==> src/rtl/age_ordered_res_station.sv <==
// Age-ordered reservation station feeding one functional unit.
// Entries hold two source tags with captured/woken readiness, a destination
// tag, a ROB index and an opaque payload. Selection picks the oldest entry
// whose sources are both ready, using a pairwise age matrix.
module age_ordered_res_station #(
  parameter int unsigned DEPTH     = 8,
  parameter int unsigned NUM_CDB   = 2,
  parameter int unsigned PREG_W    = 6,
  parameter int unsigned ROB_W     = 5,
  parameter int unsigned PAYLOAD_W = 96
) (
  input  logic                          clk,
  input  logic                          rst,
  input  logic                          flush,
  input  logic                          alloc_valid,
  output logic                          alloc_ready,
  input  logic [PREG_W-1:0]             alloc_ps1,
  input  logic [PREG_W-1:0]             alloc_ps2,
  input  logic                          alloc_ps1_used,
  input  logic                          alloc_ps2_used,
  input  logic                          alloc_ps1_rdy,
  input  logic                          alloc_ps2_rdy,
  input  logic [PREG_W-1:0]             alloc_pd,
  input  logic [ROB_W-1:0]              alloc_rob_idx,
  input  logic [PAYLOAD_W-1:0]          alloc_payload,
  input  logic [NUM_CDB-1:0]            cdb_valid,
  input  logic [NUM_CDB*PREG_W-1:0]     cdb_pd,
  output logic                          issue_valid,
  input  logic                          issue_ready,
  output logic [PREG_W-1:0]             issue_ps1,
  output logic [PREG_W-1:0]             issue_ps2,
  output logic [PREG_W-1:0]             issue_pd,
  output logic [ROB_W-1:0]              issue_rob_idx,
  output logic [PAYLOAD_W-1:0]          issue_payload,
  output logic [$clog2(DEPTH+1)-1:0]    count
);

  localparam int unsigned CNT_W = $clog2(DEPTH+1);
  localparam int unsigned IDX_W = $clog2(DEPTH);
  localparam logic [CNT_W-1:0] DEPTH_C = CNT_W'(DEPTH);

  logic [DEPTH-1:0]                valid_q, valid_d;
  logic [DEPTH-1:0]                rdy1_q, rdy1_d;
  logic [DEPTH-1:0]                rdy2_q, rdy2_d;
  // older_q[i][j] = 1 when entry i was allocated before entry j
  logic [DEPTH-1:0][DEPTH-1:0]     older_q, older_d;
  logic [DEPTH-1:0][PREG_W-1:0]    ps1_q, ps1_d;
  logic [DEPTH-1:0][PREG_W-1:0]    ps2_q, ps2_d;
  logic [DEPTH-1:0][PREG_W-1:0]    pd_q, pd_d;
  logic [DEPTH-1:0][ROB_W-1:0]     rob_q, rob_d;
  logic [DEPTH-1:0][PAYLOAD_W-1:0] pay_q, pay_d;
  logic [CNT_W-1:0]                count_q, count_d;

  logic [IDX_W-1:0] free_idx;
  logic [DEPTH-1:0] ready_vec;
  logic [DEPTH-1:0] grant;
  logic [DEPTH-1:0] col;
  logic             alloc_fire;
  logic             issue_fire;

  function automatic logic cdb_hit(input logic [PREG_W-1:0]         tag,
                                   input logic [NUM_CDB-1:0]        v,
                                   input logic [NUM_CDB*PREG_W-1:0] tags);
    logic hit;
    hit = 1'b0;
    for (int unsigned k = 0; k < NUM_CDB; k++) begin
      if (v[k] && (tags[k*PREG_W +: PREG_W] == tag)) hit = 1'b1;
    end
    return hit;
  endfunction

  assign alloc_ready = (count_q < DEPTH_C);
  assign count       = count_q;
  assign alloc_fire  = alloc_valid && alloc_ready && !flush;
  assign issue_fire  = issue_valid && issue_ready;

  // Lowest-index free slot from registered valid bits
  always_comb begin
    free_idx = '0;
    for (int unsigned i = DEPTH; i > 0; i--) begin
      if (!valid_q[i-1]) free_idx = IDX_W'(i-1);
    end
  end

  // Oldest-ready select: an entry wins if no ready entry is older than it
  always_comb begin
    ready_vec = valid_q & rdy1_q & rdy2_q;
    grant     = '0;
    col       = '0;
    for (int unsigned i = 0; i < DEPTH; i++) begin
      for (int unsigned j = 0; j < DEPTH; j++) col[j] = older_q[j][i];
      grant[i] = ready_vec[i] && !(|(ready_vec & col));
    end
  end

  // Issue outputs from the one-hot grant, zero when nothing is offered
  always_comb begin
    issue_valid   = (|grant) && !flush;
    issue_ps1     = '0;
    issue_ps2     = '0;
    issue_pd      = '0;
    issue_rob_idx = '0;
    issue_payload = '0;
    if (issue_valid) begin
      for (int unsigned i = 0; i < DEPTH; i++) begin
        if (grant[i]) begin
          issue_ps1     = ps1_q[i];
          issue_ps2     = ps2_q[i];
          issue_pd      = pd_q[i];
          issue_rob_idx = rob_q[i];
          issue_payload = pay_q[i];
        end
      end
    end
  end

  // Next state: wakeup, issue invalidation, allocation, then flush override
  always_comb begin
    valid_d = valid_q;
    rdy1_d  = rdy1_q;
    rdy2_d  = rdy2_q;
    older_d = older_q;
    ps1_d   = ps1_q;
    ps2_d   = ps2_q;
    pd_d    = pd_q;
    rob_d   = rob_q;
    pay_d   = pay_q;
    count_d = count_q;

    // an unused source is captured as ready, so rdy=0 implies used=1
    for (int unsigned i = 0; i < DEPTH; i++) begin
      if (valid_q[i] && !rdy1_q[i] && cdb_hit(ps1_q[i], cdb_valid, cdb_pd)) rdy1_d[i] = 1'b1;
      if (valid_q[i] && !rdy2_q[i] && cdb_hit(ps2_q[i], cdb_valid, cdb_pd)) rdy2_d[i] = 1'b1;
    end

    if (issue_fire) valid_d = valid_d & ~grant;

    if (alloc_fire) begin
      valid_d[free_idx] = 1'b1;
      ps1_d[free_idx]   = alloc_ps1;
      ps2_d[free_idx]   = alloc_ps2;
      pd_d[free_idx]    = alloc_pd;
      rob_d[free_idx]   = alloc_rob_idx;
      pay_d[free_idx]   = alloc_payload;
      rdy1_d[free_idx]  = !alloc_ps1_used || alloc_ps1_rdy ||
                          cdb_hit(alloc_ps1, cdb_valid, cdb_pd);
      rdy2_d[free_idx]  = !alloc_ps2_used || alloc_ps2_rdy ||
                          cdb_hit(alloc_ps2, cdb_valid, cdb_pd);
      // new entry is younger than every other slot; stale bits toward
      // invalid slots are harmless and are overwritten when those allocate
      older_d[free_idx] = '0;
      for (int unsigned j = 0; j < DEPTH; j++) begin
        older_d[j][free_idx] = (IDX_W'(j) != free_idx);
      end
    end

    case ({alloc_fire, issue_fire})
      2'b10:   count_d = count_q + CNT_W'(1);
      2'b01:   count_d = count_q - CNT_W'(1);
      default: count_d = count_q;
    endcase

    if (flush) begin
      valid_d = '0;
      older_d = '0;
      count_d = '0;
    end
  end

  // State registers, asynchronous active-low reset
  always_ff @(posedge clk or negedge rst) begin
    if (!rst) begin
      valid_q <= '0;
      rdy1_q  <= '0;
      rdy2_q  <= '0;
      older_q <= '0;
      ps1_q   <= '0;
      ps2_q   <= '0;
      pd_q    <= '0;
      rob_q   <= '0;
      pay_q   <= '0;
      count_q <= '0;
    end else begin
      valid_q <= valid_d;
      rdy1_q  <= rdy1_d;
      rdy2_q  <= rdy2_d;
      older_q <= older_d;
      ps1_q   <= ps1_d;
      ps2_q   <= ps2_d;
      pd_q    <= pd_d;
      rob_q   <= rob_d;
      pay_q   <= pay_d;
      count_q <= count_d;
    end
  end

endmodule

==> config.mk <==
export PLATFORM = sky130hd
export DESIGN_NAME = age_ordered_res_station
export DESIGN_NICKNAME = d
export VERILOG_FILES = /design/src/rtl/age_ordered_res_station.sv
export SDC_FILE = /design/constraint.sdc
export NUM_CORES = 2
export LEC_CHECK = 0
export CAP_MARGIN = 0
export CORE_ASPECT_RATIO = 1.75
export CORE_MARGIN = 4
export CORE_UTILIZATION = 30
export CTS_BUF_LIST = sky130_fd_sc_hd__clkbuf_4 sky130_fd_sc_hd__clkbuf_8 sky130_fd_sc_hd__clkbuf_16
export CTS_CLUSTER_DIAMETER = 200
export CTS_CLUSTER_SIZE = 10
export DETAILED_ROUTE_END_ITERATION = 10
export GPL_TIMING_DRIVEN = 0
export HOLD_SLACK_MARGIN = 0.06
export PLACE_DENSITY_LB_ADDON = 0.05
export SLEW_MARGIN = 20
export SYNTH_ARGS = -nofsm -noshare
export SYNTH_HDL_FRONTEND = slang
export SYNTH_SLANG_ARGS = --single-unit
==> constraint.sdc <==
create_clock -name clk -period 3.5 [get_ports clk]
set_input_delay 0.35 -clock clk [delete_from_list [all_inputs] [get_ports clk]]
set_output_delay 0.35 -clock clk [all_outputs]
set_load 0.02 [all_outputs]
Yosys cells after proc, flatten, opt, wreduce, memory -nomap -nowiden --
Cells that the tools add are included.
Cells by class: multiplexer cells 141, bitwise gates (word level) 15, reduce and logical (&&, ||, !) cells 124, add/sub/neg operators 2, magnitude comparators 3, equal/unequal tests 45
Operators by type and width (number):
- $mux W96 | 10
- $bwmux W768 | 1
- $demux W96 S3 | 1
- $eq A6 B6 Y1 | 36
- $mux W6 | 28
- $bwmux W48 | 3
- $mux W64 | 2
- $and A8 B8 Y8 | 11
- $logic_and A1 B1 Y1 | 81
- $bwmux W8 | 10
- $reduce_or A8 Y1 | 9
- $and A64 B64 Y64 | 1
- $not A64 Y64 | 1
- $mux W1 | 55
- $mux W5 | 10
- $mux W8 | 6
- $bwmux W40 | 1
- $logic_not A1 Y1 | 27
- $demux W8 S3 | 1
- $mux W3 | 8
- $demux W6 S3 | 1
- $demux W5 S3 | 1
- $ne A3 B3 Y1 const A | 4
- $not A8 Y8 | 1
- other kinds (16) | 21
Word-level totals: bits in registers 1044, bits of input ports 142, logic and storage cells 382

Logic depth before layout (Yosys ltp) --
word-level depth 17, gate-level depth with buffers 16, mapped depth without buffers 13

Worst setup path after synthesis --
Ideal clock, no wire load.
path kind register to output, start reg valid_q[5], end out issue_ps1[4], arrival time 2.789 ns, setup slack 0.361 ns, stages on the path, launching flop included 12, buffers on the path 4, data required time 3.150 ns, path through dfrtp_1 buf_2 and3_1 buf_2 a22o_1 a2111oi_1 or2_1 buf_2 buf_2 nand2b_1 nor2_1 nor4_1
On the way: longest elaborated chain between the ends 15
Ends and longest elaborated chain:
- from (decl) | RTL line 42 | logic [DEPTH-1:0] valid_q, valid_d;
- from (signal assigned) | RTL line 184 | valid_q <= valid_d;
- $and A8 B8 Y8 (*) (2 in a row) | RTL line 87 | ready_vec = valid_q & rdy1_q & rdy2_q;
- $and A8 B8 Y8 | RTL line 92 | grant[i] = ready_vec[i] && !(|(ready_vec & col));
- $reduce_or A8 Y1 | RTL line 92
- $logic_not A1 Y1 | RTL line 92
- $logic_and A1 B1 Y1 | RTL line 92
- $mux W6 (8 in a row) | RTL line 106 | if (grant[i]) begin
- $mux W6 (*) | RTL line 104 | if (issue_valid) begin
- to (decl) | RTL line 30 | output logic [PREG_W-1:0] issue_ps1,
Every way passes the cells marked *; elsewhere a longest branch is shown, timed or not.

Final worst setup path --
start reg rdy2_q[5], end out issue_payload[86]
On the way: longest elaborated chain between the ends 14
Ends and longest elaborated chain:
- from (decl) | RTL line 44 | logic [DEPTH-1:0] rdy2_q, rdy2_d;
- from (signal assigned) | RTL line 186 | rdy2_q <= rdy2_d;
- $and A8 B8 Y8 (*) | RTL line 87
- $and A8 B8 Y8 | RTL line 92
- $reduce_or A8 Y1 | RTL line 92
- $logic_not A1 Y1 | RTL line 92
- $logic_and A1 B1 Y1 | RTL line 92
- $mux W96 (8 in a row) | RTL line 106
- $mux W96 (*) | RTL line 104
- to (decl) | RTL line 34 | output logic [PAYLOAD_W-1:0] issue_payload,
Marked as above.

==> flow_results.xml <==
<?xml version="1.0" encoding="UTF-8"?>
<metrics>
  <group name="synthesis">
    <metric name="synth_area_leaders" unit="">dfrtp_1 53%, mux2_2 25%, a22oi_1 3.6%, xnor2_1 2.7%, a221oi_1 2.1%</metric>
    <metric name="synth.net_count" unit="">3911</metric>
    <metric name="synth_seq_area_share" unit="">0.534</metric>
    <metric name="synth_edf_count" unit="">0</metric>
    <metric name="synthMostInstantiatedCell" unit="">mux2_2</metric>
    <metric name="synth_largest_type_area_fraction" unit="">0.534</metric>
    <metric name="synth_cells" unit="">3767</metric>
    <metric name="ys.warnings.count" unit="">0</metric>
    <metric name="syn_area_per_cell" unit="um^2">13.0</metric>
    <metric name="async_flop_share" unit="">1.00</metric>
    <metric name="synth.ff_latch_count" unit="">1044</metric>
    <metric name="post_synth_most_frequent_cells" unit="">1,070 x mux2_2, 1,044 x dfrtp_1, 237 x a22oi_1</metric>
    <metric name="yosys.area.top_type" unit="">dfrtp_1</metric>
    <metric name="ys_types" unit="">63</metric>
    <metric name="yosys_most_used_dff" unit="">dfrtp_1</metric>
    <metric name="synth_area" unit="mm^2">0.0489</metric>
  </group>
  <group name="timing">
    <metric name="clock_skew" unit="ns">0.0196</metric>
    <metric name="worst_margin_slew" unit="ns">1.21</metric>
    <metric name="rsz0062_at_grt" unit="">yes</metric>
    <metric name="layout_worst_path_cycle_share" unit="">1.15</metric>
    <metric name="max_slew_margin" unit="">0.191</metric>
    <metric name="final-setup-viol-count" unit="">121</metric>
    <metric name="timing.final.hold_violations" unit="">0</metric>
    <metric name="finalHoldWorstSlack" unit="ns">0.162</metric>
    <metric name="finalMaxSlewViolations" unit="">0</metric>
    <metric name="final.setup.worst_slack" unit="ns">-0.525</metric>
    <metric name="period_needed" unit="ns">4.03</metric>
    <metric name="achievable-frequency" unit="MHz">248</metric>
  </group>
  <group name="critical_path">
    <metric name="critPathLaunchType" unit="">flip-flop</metric>
    <metric name="setup.worst_path.end_class" unit="">output pin</metric>
    <metric name="cp_data_arrival_time" unit="ns">3.68</metric>
    <metric name="r2r_cells" unit="">15</metric>
    <metric name="timing.rr.end" unit="">count[2]</metric>
    <metric name="r2r_setup_slack" unit="ns">-0.03</metric>
    <metric name="worstPathMaxFanout" unit="">5</metric>
    <metric name="setup.worst_path.class" unit="">reg2out</metric>
    <metric name="crit-reg2reg-launch" unit="">valid_q[3]</metric>
    <metric name="worst_ep_required_time" unit="ns">3.15</metric>
  </group>
  <group name="placement">
    <metric name="dp_worst_setup_slack" unit="ns">-2.46</metric>
    <metric name="dp_hpwl" unit="mm">128</metric>
    <metric name="gpl.final_weighted_congestion" unit="">0.852</metric>
    <metric name="port-buffer-count" unit="">239</metric>
  </group>
  <group name="power">
    <metric name="intPower" unit="mW">21.0</metric>
    <metric name="comb_power_share" unit="">0.135</metric>
    <metric name="power_switching" unit="mW">7.65</metric>
    <metric name="share_clk_of_total_power" unit="">0.375</metric>
    <metric name="netSwitchingFraction" unit="">0.267</metric>
    <metric name="static_leakage" unit="nW">27.5</metric>
    <metric name="pwr-share-seq" unit="">0.490</metric>
    <metric name="p_per_area" unit="mW/mm^2">464</metric>
    <metric name="irDropWorstVdd" unit="uV">357</metric>
  </group>
  <group name="detailed_routing">
    <metric name="vias_per_cell" unit="">5.27</metric>
    <metric name="drtPass1Iterations" unit="">5</metric>
    <metric name="detail_route.iter0.violations" unit="">1693</metric>
    <metric name="route.detailed.wl_per_inst" unit="um">29.2</metric>
    <metric name="antenna_left" unit="">0</metric>
    <metric name="detailroute.via_count" unit="">33800</metric>
    <metric name="finalWirelength" unit="mm">187</metric>
    <metric name="number_of_remaining_drc_errors" unit="">0</metric>
  </group>
  <group name="grt">
    <metric name="grt_start_max_net_pins" unit="">137</metric>
    <metric name="grt_first_pass_wirelength" unit="mm">269</metric>
    <metric name="overflow" unit="">0</metric>
    <metric name="gr-usage-all-layers" unit="">0.216</metric>
    <metric name="first_global_vias" unit="">36100</metric>
    <metric name="initial_antenna_violation_count" unit="">37</metric>
  </group>
  <group name="outcome">
    <metric name="failing_checks" unit="">setup timing</metric>
    <metric name="status" unit="">finished, violations left</metric>
  </group>
  <group name="clocking">
    <metric name="cts_buffers" unit="">114</metric>
    <metric name="clock_sink_count" unit="">1044</metric>
    <metric name="cts_tree" unit="">yes</metric>
    <metric name="clock_network_latency_to_the_later_pin_of_the_worst_skew_pair" unit="ns">0.72</metric>
    <metric name="clock_tree.root_cell" unit="">clkbuf_16</metric>
    <metric name="clock_tree.buffer_depth" unit="">3</metric>
    <metric name="clkTransAtPathRegs" unit="ns">0.06</metric>
    <metric name="htreeDepth" unit="">3</metric>
  </group>
  <group name="die">
    <metric name="initial_core_util" unit="">0.302</metric>
    <metric name="die_w" unit="um">313</metric>
    <metric name="vertical_die_dimension" unit="um">542</metric>
    <metric name="core-area" unit="mm^2">0.162</metric>
    <metric name="row_count" unit="">195</metric>
    <metric name="io-pin-count" unit="">267</metric>
    <metric name="floorplan.die_area" unit="mm^2">0.170</metric>
  </group>
  <group name="final_layout">
    <metric name="layout.core_utilization" unit="">0.382</metric>
    <metric name="area.growth.synth_to_final" unit="%">26.4</metric>
    <metric name="fin_nets" unit="">4379</metric>
    <metric name="final_layout_size_suffix_gt1_frac" unit="">0.471</metric>
  </group>
  <group name="hold_path">
    <metric name="worst_hold_path_type" unit="">in2async</metric>
  </group>
  <group name="run">
    <metric name="maxCapViolCount" unit="">0</metric>
  </group>
</metrics>
[cell usage in the layout (no fill, tap or decap), types with 29 or more instances in the layout]
master,synthesis,final
buf_4,17,108
o31a_1,118,118
a21o_1,31,31
xor2_1,64,64
buf_12,0,45
mux2_2,1070,1064
o21ai_0,123,33
buf_2,113,66
o21ai_2,0,64
nand4_1,63,63
dfrtp_1,1044,1033
buf_6,2,125
a21oi_1,32,29
o21ai_4,0,33
a221oi_2,0,78
a22oi_2,0,89
nor2_1,145,141
clkdlybuf4s50_1,0,118
a221oi_1,120,34
xnor2_1,153,153
clkbuf_2,0,48
nand2_1,57,56
clkbuf_1,158,50
clkbuf_16,0,129
a22oi_1,237,148
[how the worst max path moves through the flow]
stage / start / endpoint
6_report: rdy2_q[5] / issue_payload[86]
5_1_grt: valid_q[4] / issue_payload[76]
4_1_cts: valid_q[5] / issue_payload[73]
3_5_place_dp: valid_q[5] / issue_payload[0]
3_3_place_gp: rst / pay_q[625]
2_1_floorplan: valid_q[5] / issue_ps1[4]
[stage by stage]
step,instances,total power [mW],TNS (ns),instance area [um^2]
6_report,6414,28.6,-51.66,61800
5_1_grt,6408,29.9,-69.39,61800
4_1_cts,6351,28.9,-67.03,59800
3_5_place_dp,6188,17.6,-601.62,54500
3_3_place_gp,6173,17.5,-,54000
2_1_floorplan,3767,16.1,0,48900
[logic make-up after synthesis]
| kind of cell | count (synthesis) | synth area share |
|---|---|---|
| fa+ha+maj | 2 | 0.000512 |
| mux | 1070 | 0.246 |
| compound gates | 745 | 0.113 |
| flops | 1044 | 0.534 |
| simple gates | 363 | 0.0368 |
| buf+inv | 325 | 0.0295 |
| xor+xnor | 218 | 0.0393 |
[state kept, by name (all words and copies together), names as in the netlist]
register / count
pd_q: 48
rob_q: 40
ps2_q: 48
ps1_q: 48
older_q: 56
valid_q: 8
col: 8
count: 4
rdy1_q: 8
pay_q: 768
rdy2_q: 8
[power by group through the flow]
stage	registers [mW]	logic, mW	clock network [mW]
2_1_floorplan	13.9	2.18	0
3_3_place_gp	14.3	3.25	0
3_5_place_dp	14.2	3.41	0
4_1_cts	14.0	3.74	11.2
5_1_grt	14.1	4.20	11.6
6_report	14.0	3.88	10.7
[worst max-delay path: stages (launching register included)]
cell and delay [ns]:
dfrtp_1 0.41, and3_4 0.21, buf_12 0.14, a22o_4 0.24
a2111oi_4 0.45, nor2b_4 0.30, buf_12 0.19, buf_6 0.11
buf_12 0.13, buf_12 0.13, a22oi_1 0.06, o31a_1 0.13
o21ai_2 0.24, buf_6 0.17
[repair_timing]
item / 4_1_cts / 5_1_grt
pin swaps: 131 / 137
gates cloned: 6 / 14
resized for setup: 1303 / 353
hold buffers: 1 / 0
hold endpoints to repair: 275 / 0
endpoints found under the setup margin: 685 / 347
setup buffers: 39 / 54
[routing by layer]
metal / share of wire / up-vias / track usage
met2: 0.52 / 764 / 0.390
met5: 0.0011 / - / 0
li1: - / 14900 / -
met4: 0.042 / 32 / 0.0784
met1: 0.39 / 17800 / 0.256
met3: 0.043 / 312 / 0.0360
[cell type report]
| class | instances | area, um^2 |
|---|---|---|
| Buffer | 297 | 2250 |
| Clock inverter | 6 | 85.1 |
| Fill cell | 15800 | 100000 |
| Multi-Input combinational cell | 2398 | 23300 |
| Tap cell | 2167 | 2710 |
| Clock buffer | 114 | 2850 |
| Inverter | 16 | 60.1 |
| Timing Repair Buffer | 364 | 4370 |
| Sequential cell | 1044 | 26100 |
| Antenna cell | 8 | 20.0 |
(Power assumes the default switching activity.)
